--- src/rtl/cpu_defs_pkg.sv ---
// Shared CPU definitions: one-hot execution codes, opcode/funct encodings,
// ALU commands, HALT encoding and the instruction-match helper.
package cpu_defs_pkg;

  localparam int EXE_W = 12;
  typedef logic [EXE_W-1:0] exe_t;

  localparam exe_t EXE_LW   = 12'h001;
  localparam exe_t EXE_SLLI = 12'h002;
  localparam exe_t EXE_SW   = 12'h004;
  localparam exe_t EXE_BEQ  = 12'h008;
  localparam exe_t EXE_ADD  = 12'h010;
  localparam exe_t EXE_SUB  = 12'h020;
  localparam exe_t EXE_SLL  = 12'h040;
  localparam exe_t EXE_XOR  = 12'h080;
  localparam exe_t EXE_OR   = 12'h100;
  localparam exe_t EXE_JAL  = 12'h200;
  localparam exe_t EXE_HALT = 12'h400;
  localparam exe_t EXE_AND  = 12'h800;

  localparam logic [6:0] OPC_LOAD   = 7'b0000011;
  localparam logic [6:0] OPC_OPIMM  = 7'b0010011;
  localparam logic [6:0] OPC_STORE  = 7'b0100011;
  localparam logic [6:0] OPC_BRANCH = 7'b1100011;
  localparam logic [6:0] OPC_OP     = 7'b0110011;
  localparam logic [6:0] OPC_JAL    = 7'b1101111;

  localparam logic [2:0] F3_LW     = 3'b010;
  localparam logic [2:0] F3_SW     = 3'b010;
  localparam logic [2:0] F3_SLLI   = 3'b001;
  localparam logic [2:0] F3_BEQ    = 3'b000;
  localparam logic [2:0] F3_ADDSUB = 3'b000;
  localparam logic [2:0] F3_SLL    = 3'b001;
  localparam logic [2:0] F3_XOR    = 3'b100;
  localparam logic [2:0] F3_OR     = 3'b110;
  localparam logic [2:0] F3_AND    = 3'b111;

  localparam logic [6:0] F7_BASE = 7'b0000000;
  localparam logic [6:0] F7_ALT  = 7'b0100000;

  localparam logic [31:0] HALT_INST = 32'h00100073;

  localparam logic [3:0] ALU_CMD_ADD  = 4'd0;
  localparam logic [3:0] ALU_CMD_SUB  = 4'd1;
  localparam logic [3:0] ALU_CMD_SLL  = 4'd2;
  localparam logic [3:0] ALU_CMD_XOR  = 4'd3;
  localparam logic [3:0] ALU_CMD_OR   = 4'd4;
  localparam logic [3:0] ALU_CMD_AND  = 4'd5;
  localparam logic [3:0] ALU_CMD_PASS = 4'd6;

  typedef enum logic [1:0] {
    ST_EMPTY   = 2'd0,
    ST_LOADED  = 2'd1,
    ST_DECODED = 2'd2
  } dec_state_t;

  // Returns the one-hot execution code, or zero when nothing matches.
  function automatic exe_t decode_exec(input logic [31:0] ir);
    logic [6:0] opc;
    logic [2:0] f3;
    logic [6:0] f7;
    exe_t       e;
    opc = ir[6:0];
    f3  = ir[14:12];
    f7  = ir[31:25];
    e   = '0;
    if (ir == HALT_INST) begin
      e = EXE_HALT;
    end else begin
      case (opc)
        OPC_LOAD:   if (f3 == F3_LW) e = EXE_LW;
        OPC_OPIMM:  if (f3 == F3_SLLI && ir[31:26] == 6'b0) e = EXE_SLLI;
        OPC_STORE:  if (f3 == F3_SW) e = EXE_SW;
        OPC_BRANCH: if (f3 == F3_BEQ) e = EXE_BEQ;
        OPC_JAL:    e = EXE_JAL;
        OPC_OP: begin
          case ({f7, f3})
            {F7_BASE, F3_ADDSUB}: e = EXE_ADD;
            {F7_ALT,  F3_ADDSUB}: e = EXE_SUB;
            {F7_BASE, F3_SLL}:    e = EXE_SLL;
            {F7_BASE, F3_XOR}:    e = EXE_XOR;
            {F7_BASE, F3_OR}:     e = EXE_OR;
            {F7_BASE, F3_AND}:    e = EXE_AND;
            default:              e = '0;
          endcase
        end
        default: e = '0;
      endcase
    end
    return e;
  endfunction

endpackage

--- src/rtl/inst_decoder_if.sv ---
// Control <-> instruction decoder bus. Control (master) drives load/decode
// strobes and the ROM word; the decoder (slave) returns the registered decode.
interface inst_decoder_if #(
  parameter int CNT_W = 16
);
  import cpu_defs_pkg::*;

  // Handshake: load_inst is a level (IR captures every cycle it is high while
  // dec_en is low); dec_en is edge-qualified, only a 0->1 step requests a decode.
  // dec_valid answers the request one cycle later and stays high until the next load.
  logic             load_inst;
  logic             dec_en;
  logic [31:0]      inst_in;
  exe_t             execution;
  logic [4:0]       rs1;
  logic [4:0]       rs2;
  logic [4:0]       rd;
  logic [31:0]      ALU_data2;
  logic [31:0]      branch_offset;
  logic [31:0]      jump_offset;
  logic             dec_valid;
  logic             illegal;
  logic [CNT_W-1:0] inst_count;
  dec_state_t       state;

  modport master (
    output load_inst, dec_en, inst_in,
    input  execution, rs1, rs2, rd, ALU_data2, branch_offset, jump_offset,
           dec_valid, illegal, inst_count, state
  );

  modport slave (
    input  load_inst, dec_en, inst_in,
    output execution, rs1, rs2, rd, ALU_data2, branch_offset, jump_offset,
           dec_valid, illegal, inst_count, state
  );
endinterface

--- src/rtl/imm_gen.sv ---
// Combinational immediate generator: ALU immediate for LW/SW/SLLI and the
// always-computed branch and jump byte offsets.
module imm_gen
  import cpu_defs_pkg::*;
(
  input  logic [31:0] ir,
  output logic [31:0] ALU_data2,
  output logic [31:0] branch_offset,
  output logic [31:0] jump_offset
);

  exe_t exe;

  assign exe = decode_exec(ir);

  always_comb begin
    ALU_data2 = '0;
    if (exe == EXE_LW)
      ALU_data2 = {{20{ir[31]}}, ir[31:20]};
    else if (exe == EXE_SW)
      ALU_data2 = {{20{ir[31]}}, ir[31:25], ir[11:7]};
    else if (exe == EXE_SLLI)
      ALU_data2 = {26'b0, ir[25:20]};
  end

  assign branch_offset = {{19{ir[31]}}, ir[31], ir[7], ir[30:25], ir[11:8], 1'b0};
  assign jump_offset   = {{11{ir[31]}}, ir[31], ir[19:12], ir[20], ir[30:21], 1'b0};

endmodule

--- src/rtl/inst_decoder.sv ---
// Instruction register plus registered decoder. A three-state FSM tracks whether
// the IR is empty, freshly loaded, or already decoded; outputs hold until the next decode.
module inst_decoder
  import cpu_defs_pkg::*;
#(
  parameter int CNT_W = 16
) (
  input  logic          clk,
  input  logic          rst,
  inst_decoder_if.slave bus
);

  dec_state_t       state_q, state_d;
  logic [31:0]      ir_q;
  logic             dec_en_q;
  logic             dec_rise;
  logic             load_ir;
  logic             do_decode;
  logic             do_empty_dec;
  logic             clr_valid;
  exe_t             exe_d, exe_q;
  logic [31:0]      alu_d, br_d, jmp_d;
  logic [31:0]      alu_q, br_q, jmp_q;
  logic [4:0]       rs1_q, rs2_q, rd_q;
  logic             valid_q;
  logic             illegal_q;
  logic [CNT_W-1:0] cnt_q;

  // dec_rise implies dec_en=1, so a simultaneous load is suppressed and the
  // decode sees the old IR.
  assign dec_rise = bus.dec_en & ~dec_en_q;
  assign load_ir  = bus.load_inst & ~bus.dec_en;
  assign exe_d    = decode_exec(ir_q);

  imm_gen u_imm_gen (
    .ir            (ir_q),
    .ALU_data2     (alu_d),
    .branch_offset (br_d),
    .jump_offset   (jmp_d)
  );

  always_ff @(posedge clk) begin
    if (rst) begin
      state_q  <= ST_EMPTY;
      ir_q     <= '0;
      dec_en_q <= 1'b0;
    end else begin
      state_q  <= state_d;
      dec_en_q <= bus.dec_en;
      if (load_ir) ir_q <= bus.inst_in;
    end
  end

  always_comb begin
    state_d = state_q;
    case (state_q)
      ST_EMPTY:   if (load_ir)  state_d = ST_LOADED;
      ST_LOADED:  if (dec_rise) state_d = ST_DECODED;
      ST_DECODED: if (load_ir)  state_d = ST_LOADED;
      default:    state_d = ST_EMPTY;
    endcase
  end

  // A rise in DECODED is a re-decode of the same IR and deliberately does nothing.
  always_comb begin
    do_decode    = 1'b0;
    do_empty_dec = 1'b0;
    clr_valid    = 1'b0;
    case (state_q)
      ST_EMPTY:   do_empty_dec = dec_rise;
      ST_LOADED:  do_decode    = dec_rise;
      ST_DECODED: clr_valid    = load_ir;
      default:    ;
    endcase
  end

  always_ff @(posedge clk) begin
    if (rst) begin
      exe_q     <= '0;
      rs1_q     <= '0;
      rs2_q     <= '0;
      rd_q      <= '0;
      alu_q     <= '0;
      br_q      <= '0;
      jmp_q     <= '0;
      valid_q   <= 1'b0;
      illegal_q <= 1'b0;
      cnt_q     <= '0;
    end else if (do_decode) begin
      exe_q     <= exe_d;
      rs1_q     <= ir_q[19:15];
      rs2_q     <= ir_q[24:20];
      rd_q      <= ir_q[11:7];
      alu_q     <= alu_d;
      br_q      <= br_d;
      jmp_q     <= jmp_d;
      valid_q   <= 1'b1;
      illegal_q <= (exe_d == '0);
      if (exe_d != '0) cnt_q <= cnt_q + CNT_W'(1);
    end else if (do_empty_dec) begin
      exe_q     <= '0;
      illegal_q <= 1'b1;
    end else if (clr_valid) begin
      valid_q   <= 1'b0;
    end
  end

  assign bus.execution     = exe_q;
  assign bus.rs1           = rs1_q;
  assign bus.rs2           = rs2_q;
  assign bus.rd            = rd_q;
  assign bus.ALU_data2     = alu_q;
  assign bus.branch_offset = br_q;
  assign bus.jump_offset   = jmp_q;
  assign bus.dec_valid     = valid_q;
  assign bus.illegal       = illegal_q;
  assign bus.inst_count    = cnt_q;
  assign bus.state         = state_q;

endmodule

--- src/flat_wrapper.sv ---
// flat-port wrapper written by rule: the top's interface ports become plain ports
module inst_decoder_flat import cpu_defs_pkg::*;
#(
  parameter int CNT_W = 16
)
  (clk, rst, bus_load_inst, bus_dec_en, bus_inst_in, bus_execution, bus_rs1, bus_rs2, bus_rd, bus_ALU_data2, bus_branch_offset, bus_jump_offset, bus_dec_valid, bus_illegal, bus_inst_count, bus_state);
  inst_decoder_if #(.CNT_W(CNT_W)) bus_i ();
  input  logic clk;
  input  logic rst;
  input wire logic [$bits(bus_i.load_inst)-1:0] bus_load_inst;
  input wire logic [$bits(bus_i.dec_en)-1:0] bus_dec_en;
  input wire logic [$bits(bus_i.inst_in)-1:0] bus_inst_in;
  output wire logic [$bits(bus_i.execution)-1:0] bus_execution;
  output wire logic [$bits(bus_i.rs1)-1:0] bus_rs1;
  output wire logic [$bits(bus_i.rs2)-1:0] bus_rs2;
  output wire logic [$bits(bus_i.rd)-1:0] bus_rd;
  output wire logic [$bits(bus_i.ALU_data2)-1:0] bus_ALU_data2;
  output wire logic [$bits(bus_i.branch_offset)-1:0] bus_branch_offset;
  output wire logic [$bits(bus_i.jump_offset)-1:0] bus_jump_offset;
  output wire logic [$bits(bus_i.dec_valid)-1:0] bus_dec_valid;
  output wire logic [$bits(bus_i.illegal)-1:0] bus_illegal;
  output wire logic [$bits(bus_i.inst_count)-1:0] bus_inst_count;
  output wire logic [$bits(bus_i.state)-1:0] bus_state;
  assign bus_i.load_inst = bus_load_inst;
  assign bus_i.dec_en = bus_dec_en;
  assign bus_i.inst_in = bus_inst_in;
  assign bus_execution = bus_i.execution;
  assign bus_rs1 = bus_i.rs1;
  assign bus_rs2 = bus_i.rs2;
  assign bus_rd = bus_i.rd;
  assign bus_ALU_data2 = bus_i.ALU_data2;
  assign bus_branch_offset = bus_i.branch_offset;
  assign bus_jump_offset = bus_i.jump_offset;
  assign bus_dec_valid = bus_i.dec_valid;
  assign bus_illegal = bus_i.illegal;
  assign bus_inst_count = bus_i.inst_count;
  assign bus_state = bus_i.state;
  inst_decoder #(.CNT_W(CNT_W)) u_core (.clk(clk), .rst(rst), .bus(bus_i));
endmodule
--- config.mk ---
export PLATFORM = sky130hd
export DESIGN_NAME = inst_decoder_flat
export DESIGN_NICKNAME = d
export VERILOG_FILES = /design/src/rtl/cpu_defs_pkg.sv /design/src/rtl/inst_decoder_if.sv /design/src/rtl/imm_gen.sv /design/src/rtl/inst_decoder.sv /design/src/flat_wrapper.sv
export SDC_FILE = /design/constraint.sdc
export NUM_CORES = 1
export LEC_CHECK = 0
export CORE_UTILIZATION = 45
export DETAILED_ROUTE_END_ITERATION = 10
export HOLD_SLACK_MARGIN = 0.08
export PLACE_DENSITY = 0.73
export SYNTH_ARGS = -nofsm -noshare
export SYNTH_HDL_FRONTEND = slang
export SYNTH_HIERARCHICAL = 1
export SYNTH_SLANG_ARGS = --single-unit
--- constraint.sdc ---
create_clock -name clk -period 2.9 [get_ports clk]
set_input_delay 0.725 -clock clk [delete_from_list [all_inputs] [get_ports clk]]
set_output_delay 0.725 -clock clk [all_outputs]
set_load 0.02 [all_outputs]
==> results of run 1 <==
registers in the layout (all words and copies together) (netlist names):
name,cells
u_core/bus.ALU_data2,32
u_core/bus.branch_offset,32
u_core/bus.dec_valid,1
u_core/bus.execution,12
u_core/bus.illegal,1
u_core/bus.inst_count,16
u_core/bus.jump_offset,32
u_core/bus.rd,5
u_core/bus.rs1,5
u_core/bus.rs2,5
u_core/bus.state,2
u_core/dec_en_q,1
u_core/ir_q,32
area by class of cell:
class                           instances  area, um2  area share [%]
Sequential cell                       176       3523           37.21
Multi-Input combinational cell        620       3098           32.72
Timing Repair Buffer                  199       1966           20.76
Clock buffer                           21      460.4           4.863
Tap cell                              216      270.3           2.854
Clock inverter                         10      136.4           1.440
Inverter                                4      15.01          0.1586
power breakdown:
| part | internal, mW | switching [mW] |
|---|---|---|
| Clock | 1.39 | 0.937 |
| Combinational | 0.118 | 0.177 |
| Sequential | 2.45 | 0.0430 |
| Total | 3.96 | 1.16 |
how the worst min path moves through the flow:
| stage | slack, ns | to | start |
|---|---|---|---|
| after global placement | 0.44 | u_core/bus.branch_offset[31]$_SDFFE_PP0P_ | u_core/bus.branch_offset[31]$_SDFFE_PP0P_ |
| after detailed placement | 0.45 | u_core/bus.jump_offset[16]$_SDFFE_PP0P_ | u_core/bus.jump_offset[16]$_SDFFE_PP0P_ |
| after floorplan | 0.46 | u_core/bus.rs1[2]$_SDFFE_PP0P_ | u_core/ir_q[17]$_SDFFE_PP0P_ |
| final | 0.45 | u_core/bus.jump_offset[16]$_SDFFE_PP0P_ | u_core/bus.jump_offset[16]$_SDFFE_PP0P_ |
| after global routing | 0.47 | u_core/bus.jump_offset[4]$_SDFFE_PP0P_ | u_core/bus.jump_offset[4]$_SDFFE_PP0P_ |
| after CTS | 0.46 | u_core/bus.jump_offset[16]$_SDFFE_PP0P_ | u_core/bus.jump_offset[16]$_SDFFE_PP0P_ |
cells by family (layout without fill, tap and decap cells):
kind of cell | Yosys count | after routing | share of synthesized area (%)
adders and majority gates | 1 | 1 | 0.1668
muxes | 3 | 3 | 0.4503
DFF | 176 | 176 | 46.97
AOI/OAI and AO/OA | 199 | 199 | 15.25
buffers and inverters | 149 | 234 | 11.94
other | 1 | 2 | 0.04999
and+or+nand+nor | 414 | 414 | 25.05
xor gates and xnor gates | 1 | 1 | 0.1168
stage by stage:
stage / setup WS (ns) / cell area, um2 / util, % / power [mW] / instances
final: 0.3229 / 9469 / 58.97 / 5.118 / 1246
after detailed placement: 0.2074 / 8872 / 55.25 / 2.839 / 1215
after floorplan: 0.3282 / 7505 / - / 2.753 / 945
after CTS: 0.3745 / 9469 / 58.97 / 5.155 / 1246
after global routing: 0.1355 / 9469 / 58.97 / 5.289 / 1246
after global placement: 0.2319 / 8872 / 55.25 / 2.836 / 1215
worst max-delay path, cell delays in order, from the launching register on:
cell and delay [ns]:
dfxtp_1 0.38, nor4_1 0.33, nand4_1 0.29, o31ai_2 0.41, a2111oi_4 0.21, buf_4 0.22, or4_1 0.50, a21oi_1 0.15
layer usage:
metal | vias to the layer above | share of wire (%) | GRT usage [%]
li1 | 3216 | - | -
met1 | 2974 | 48 | 30.38
met2 | 155 | 46 | 34.31
met3 | 17 | 4.3 | 4.745
met4 | 0 | 1.0 | 6.340
met5 | - | 0 | 0
cells in the final DEF, fill, tap and decap left out, drive strengths merged, types with 13 or more instances in the layout:
cell type	instances
clkdlybuf4s50	177
nor2	23
buf	22
a21oi	160
dfxtp	176
or4	13
nand2	303
o31ai	13
clkbuf	21
==> impl_metrics.tcl, run 1 <==
set metrics [dict create \
    outcome "complete, no violations" \
    cts-resized-gates 0 \
    path_clk_slew_ns 0.07 \
    cts_tree "yes" \
    ir_drop_mv 0.4253 \
    hold_path_depth 2 \
    clock_latency_ns 0.43 \
    drtIter0Drc 431 \
    fp.dieW_um 131.1 \
    yosysSeqAreaShare_pct 46.97 \
    synth-main-ff-cell "dfxtp_1" \
    synth-edff-count 0 \
    via_count 6362 \
    synth_most_common_cell "nand2_1" \
    postCtsSetupBuffers 0 \
    crit_fanout 12 \
    maxSlewViolCount 0 \
    ctsHtreeMaxLevel 4 \
    die_y_um 131.1 \
    setup_viol 0 \
    rsz0062_at_grt "no" \
    drv_cap 0 \
    io_pins 179 \
    row_count 46 \
    dpl.hpwl_mm 12.37 \
    synth_top_area_cell "dfxtp_1" \
    diodes 0 \
    wl_per_cell_um 15.35 \
    synth_common_cells "nand2_1 (303), dfxtp_1 (176), a21oi_1 (160)" \
    ys_async_sr_fraction_pct 0 \
    io_buffers 178 \
    cts_made_buffers 17 \
    grt_pass1_wl_mm 30.14 \
    crit_required_ns 3.25 \
    initial_core_util_pct 46.71 \
    max_freq_ghz 0.3880 \
    yosys.area.top_type_share_pct 46.97 \
    syn2layout_area_growth_pct 26.24 \
    period_share_pct 88.86 \
    clkSinkCount 176 \
    crit_end "u_core/bus.inst_count[9]$_SDFFE_PP0P_" \
    grt_max_degree 114 \
    grt.total_usage_pct 21.99 \
    gp_congestion 0.8014 \
    fin_nets 1055 \
    drc 0 \
    yosys_warnings 6 \
    viasPerCell 5.106 \
    synth.avg_cell_area_um2 7.946 \
    finalSetupTns_ns 0 \
    power.density_nw_per_um2 540.5 \
    r2r_cells 7 \
    netlist_area_um2 7501 \
    synth.distinct_cells 52 \
    hold_ws_ns 0.4510 \
    grt-ovfl-total 0 \
    fin_skew_ns 0.009902 \
    num-fill-cells 1458 \
    worst_pin_slew_ns 0.7755 \
    worstSetupStartpoint "u_core/ir_q[8]$_SDFFE_PP0P_" \
    leakage_nw 3.173 \
    clockBufferDepth 2 \
    end_kind "flip-flop" \
    hold_buffers 0 \
    drive_above_1_share_pct 7.184 \
    setup.worst_path.start_class "flip-flop" \
    critPathArrivalTime_ns 2.93 \
    finalWirelength_mm 19.13 \
    cts_root_buf "clkbuf_16" \
    hold_viol_final 0 \
    hold_path.class "flip-flop to flip-flop" \
    slew_headroom_pct 48.30 \
    core_um2 16060 \
    antenna_found_initial 0 \
    synth_cells 944 \
    r2r_end "u_core/bus.inst_count[9]$_SDFFE_PP0P_" \
    rrSetupSlack_ns 0.32 \
    critPathKind "flip-flop to flip-flop" \
    drt_pre_antenna_iters 5 \
    ys_ff_latch 176 \
    timing.rr.start "u_core/ir_q[8]$_SDFFE_PP0P_" \
    synth_area_leaders "dfxtp_1 (47%), nand2_1 (15%), a21oi_1 (11%), buf_4 (8.5%), clkbuf_1 (2.5%)" \
    fin_crit_ns 2.577 \
    first_global_vias 5581 \
    ant_nets 0 \
    dieArea_um2 17190 \
]
Power figures use the tool's default switching activity.
==> inputs of run 2 (changes only) <==
==> constraint.sdc (replaced) <==
create_clock -name clk -period 2.97 [get_ports clk]
set_input_delay 0.7425 -clock clk [delete_from_list [all_inputs] [get_ports clk]]
set_output_delay 0.7425 -clock clk [all_outputs]
set_load 0.02 [all_outputs]
==> run 2 against run 1 <==
Against the previous run:
- sequential share of layout area fell by 0.12 points
- non-clock buffer count fell by 1
- register-to-register slack improved by 0.03 ns
- clock skew fell by 0.0026 ns
- power fell by 1.2%
- combinational power fell by 4%
- utilization rose by 0.19 points
- setup slack improved by 0.029 ns
- final area rose by 0.33%
- critical path type unchanged
- critical endpoint is now u_core/bus.inst_count[15]$_SDFFE_PP0P_
- highest routed layer unchanged
==> impl_metrics.tcl, run 2 (same netlist as run 1, synthesis figures left out) <==
set metrics [dict create \
    hold_ws_ns 0.4536 \
    wl_met3_um 926 \
    fp.dieW_um 131.1 \
    setup_viol 0 \
    power_frac_seq_pct 48.1 \
    wl_per_cell_um 15.10 \
    total_power_mw 5.056 \
    rrSetupSlack_ns 0.35 \
    dr_wl_met2_mm 8.647 \
    clockBufferDepth 2 \
    cts_made_buffers 17 \
    comb_power_share_pct 5.6 \
    layout_commonest_cell "nand2_1" \
    die_y_um 131.1 \
    drtIter0Drc 400 \
    timing.rr.start "u_core/ir_q[12]$_SDFFE_PP0P_" \
    finalWirelength_mm 18.82 \
    grt-ovfl-total 0 \
    switchingPower_mw 1.153 \
    swShare_pct 22.81 \
    hold_path.class "flip-flop to flip-flop" \
    r2r_end "u_core/bus.inst_count[15]$_SDFFE_PP0P_" \
    ant_nets 0 \
    clock_power_share_pct 46.3 \
    rsz0062_at_grt "no" \
    via_count 6407 \
    critPathKind "flip-flop to flip-flop" \
    path_clk_slew_ns 0.07 \
    viasPerCell 5.142 \
    drc 0 \
    grt_max_degree 114 \
    period_share_pct 88.14 \
    power.density_nw_per_um2 532.1 \
    worstSetupStartpoint "u_core/ir_q[12]$_SDFFE_PP0P_" \
    multi_input_area_um2 3098 \
    row_count 46 \
    finalSetupTns_ns 0 \
    ir_drop_mv 0.4115 \
    core_um2 16060 \
    crit_end "u_core/bus.inst_count[15]$_SDFFE_PP0P_" \
    slew_headroom_pct 56.15 \
    crit_required_ns 3.29 \
    max_freq_ghz 0.3820 \
    drt_pre_antenna_iters 5 \
    fin_nets 1054 \
    cts-resized-gates 0 \
    gp_congestion 0.7667 \
    hold_viol_final 0 \
    worst_pin_slew_ns 0.6577 \
    hold_path_depth 2 \
    setup.worst_path.start_class "flip-flop" \
    initial_core_util_pct 46.71 \
    cts_tree "yes" \
    hold_buffers 0 \
    end_kind "flip-flop" \
    dieArea_um2 17190 \
    seqCellArea_um2 3523 \
    placed_cell_area_um2 8877 \
    critPathArrivalTime_ns 2.94 \
    final_area_um2 9500 \
    syn2layout_area_growth_pct 26.66 \
    antenna_found_initial 0 \
    layout_common_cells "nand2_1 (302), clkdlybuf4s50_1 (177), dfxtp_1 (176)" \
    drt-met1-wl_mm 8.877 \
    cts_root_buf "clkbuf_16" \
    dpl.hpwl_mm 12.44 \
    io_pins 179 \
    io_buffers 178 \
    ctsHtreeMaxLevel 4 \
    outcome "complete, no violations" \
    clock_latency_ns 0.43 \
    leakage_nw 3.183 \
    drive_above_1_share_pct 7.379 \
    maxSlewViolCount 0 \
    fin_skew_ns 0.007349 \
    diodes 0 \
    maxUsedRoutingLayer "met4" \
    r2r_cells 7 \
    clkSinkCount 176 \
    postCtsSetupBuffers 0 \
    grt_pass1_wl_mm 29.58 \
    drv_cap 0 \
    grt.total_usage_pct 21.59 \
    p_int_mw 3.902 \
    num-fill-cells 1439 \
    fin_crit_ns 2.618 \
    crit_fanout 13 \
    first_global_vias 5514 \
]
run 2: cell count changes in the layout (fill, tap and decap cells not counted):
| cell | before | now |
|---|---|---|
| buf_4 | 19 | 17 |
| clkbuf_8 | 2 | 3 |
| clkinvlp_4 | 0 | 1 |
| clkinv_2 | 4 | 3 |
| inv_6 | 0 | 2 |
| clkbuf_1 | 2 | 0 |
| buf_12 | 2 | 3 |
run 2: layer usage:
metal	up-vias	track usage, %
li1	3208	-
met5	-	0
met2	188	33.10
met3	21	5.015
met4	0	7.712
met1	2990	29.53
run 2: area by class of cell:
class	instances	share of cell area, %
flip-flops and latches	176	37.09
clock inverters	12	1.646
multi-input cells	620	32.61
inverters	4	0.1580
well taps	216	2.845
repair buffers	198	20.74
clock buffers	20	4.912
run 2: power groups by stage:
stage / Combinational [mW] / Clock, mW / Sequential (mW)
2_1_floorplan: 0.202 / 0 / 2.49
6_report: 0.284 / 2.34 / 2.43
3_3_place_gp: 0.283 / 0 / 2.48
4_1_cts: 0.285 / 2.38 / 2.43
5_1_grt: 0.309 / 2.48 / 2.44
3_5_place_dp: 0.283 / 0 / 2.49
run 2: worst max-delay path, cell delays in order (launching register included):
cell       delay [ns]
dfxtp_1          0.61
or4_4            0.23
nor4_4           0.04
a311o_2          0.41
a2111oi_4        0.56
buf_4            0.28
nor3_1           0.08
mux2_1           0.30
run 2: how the worst min path moves through the flow:
stage,start,to,slack [ns]
2_1_floorplan,u_core/ir_q[17]$_SDFFE_PP0P_,u_core/bus.rs1[2]$_SDFFE_PP0P_,0.46
3_3_place_gp,u_core/bus.jump_offset[26]$_SDFFE_PP0P_,u_core/bus.jump_offset[26]$_SDFFE_PP0P_,0.44
3_5_place_dp,u_core/bus.rs2[0]$_SDFFE_PP0P_,u_core/bus.rs2[0]$_SDFFE_PP0P_,0.45
4_1_cts,u_core/bus.jump_offset[12]$_SDFFE_PP0P_,u_core/bus.jump_offset[12]$_SDFFE_PP0P_,0.45
5_1_grt,u_core/bus.jump_offset[11]$_SDFFE_PP0P_,u_core/bus.jump_offset[11]$_SDFFE_PP0P_,0.47
6_report,u_core/bus.jump_offset[26]$_SDFFE_PP0P_,u_core/bus.jump_offset[26]$_SDFFE_PP0P_,0.45
run 2: through the flow:
stage	utilization, %	worst slack, ns	cells
after floorplan	-	0.3982	945
after global placement	55.28	0.2386	1214
after detailed placement	55.28	0.2414	1214
after CTS	59.16	0.3709	1246
after global routing	59.16	0.2362	1246
final	59.16	0.3521	1246
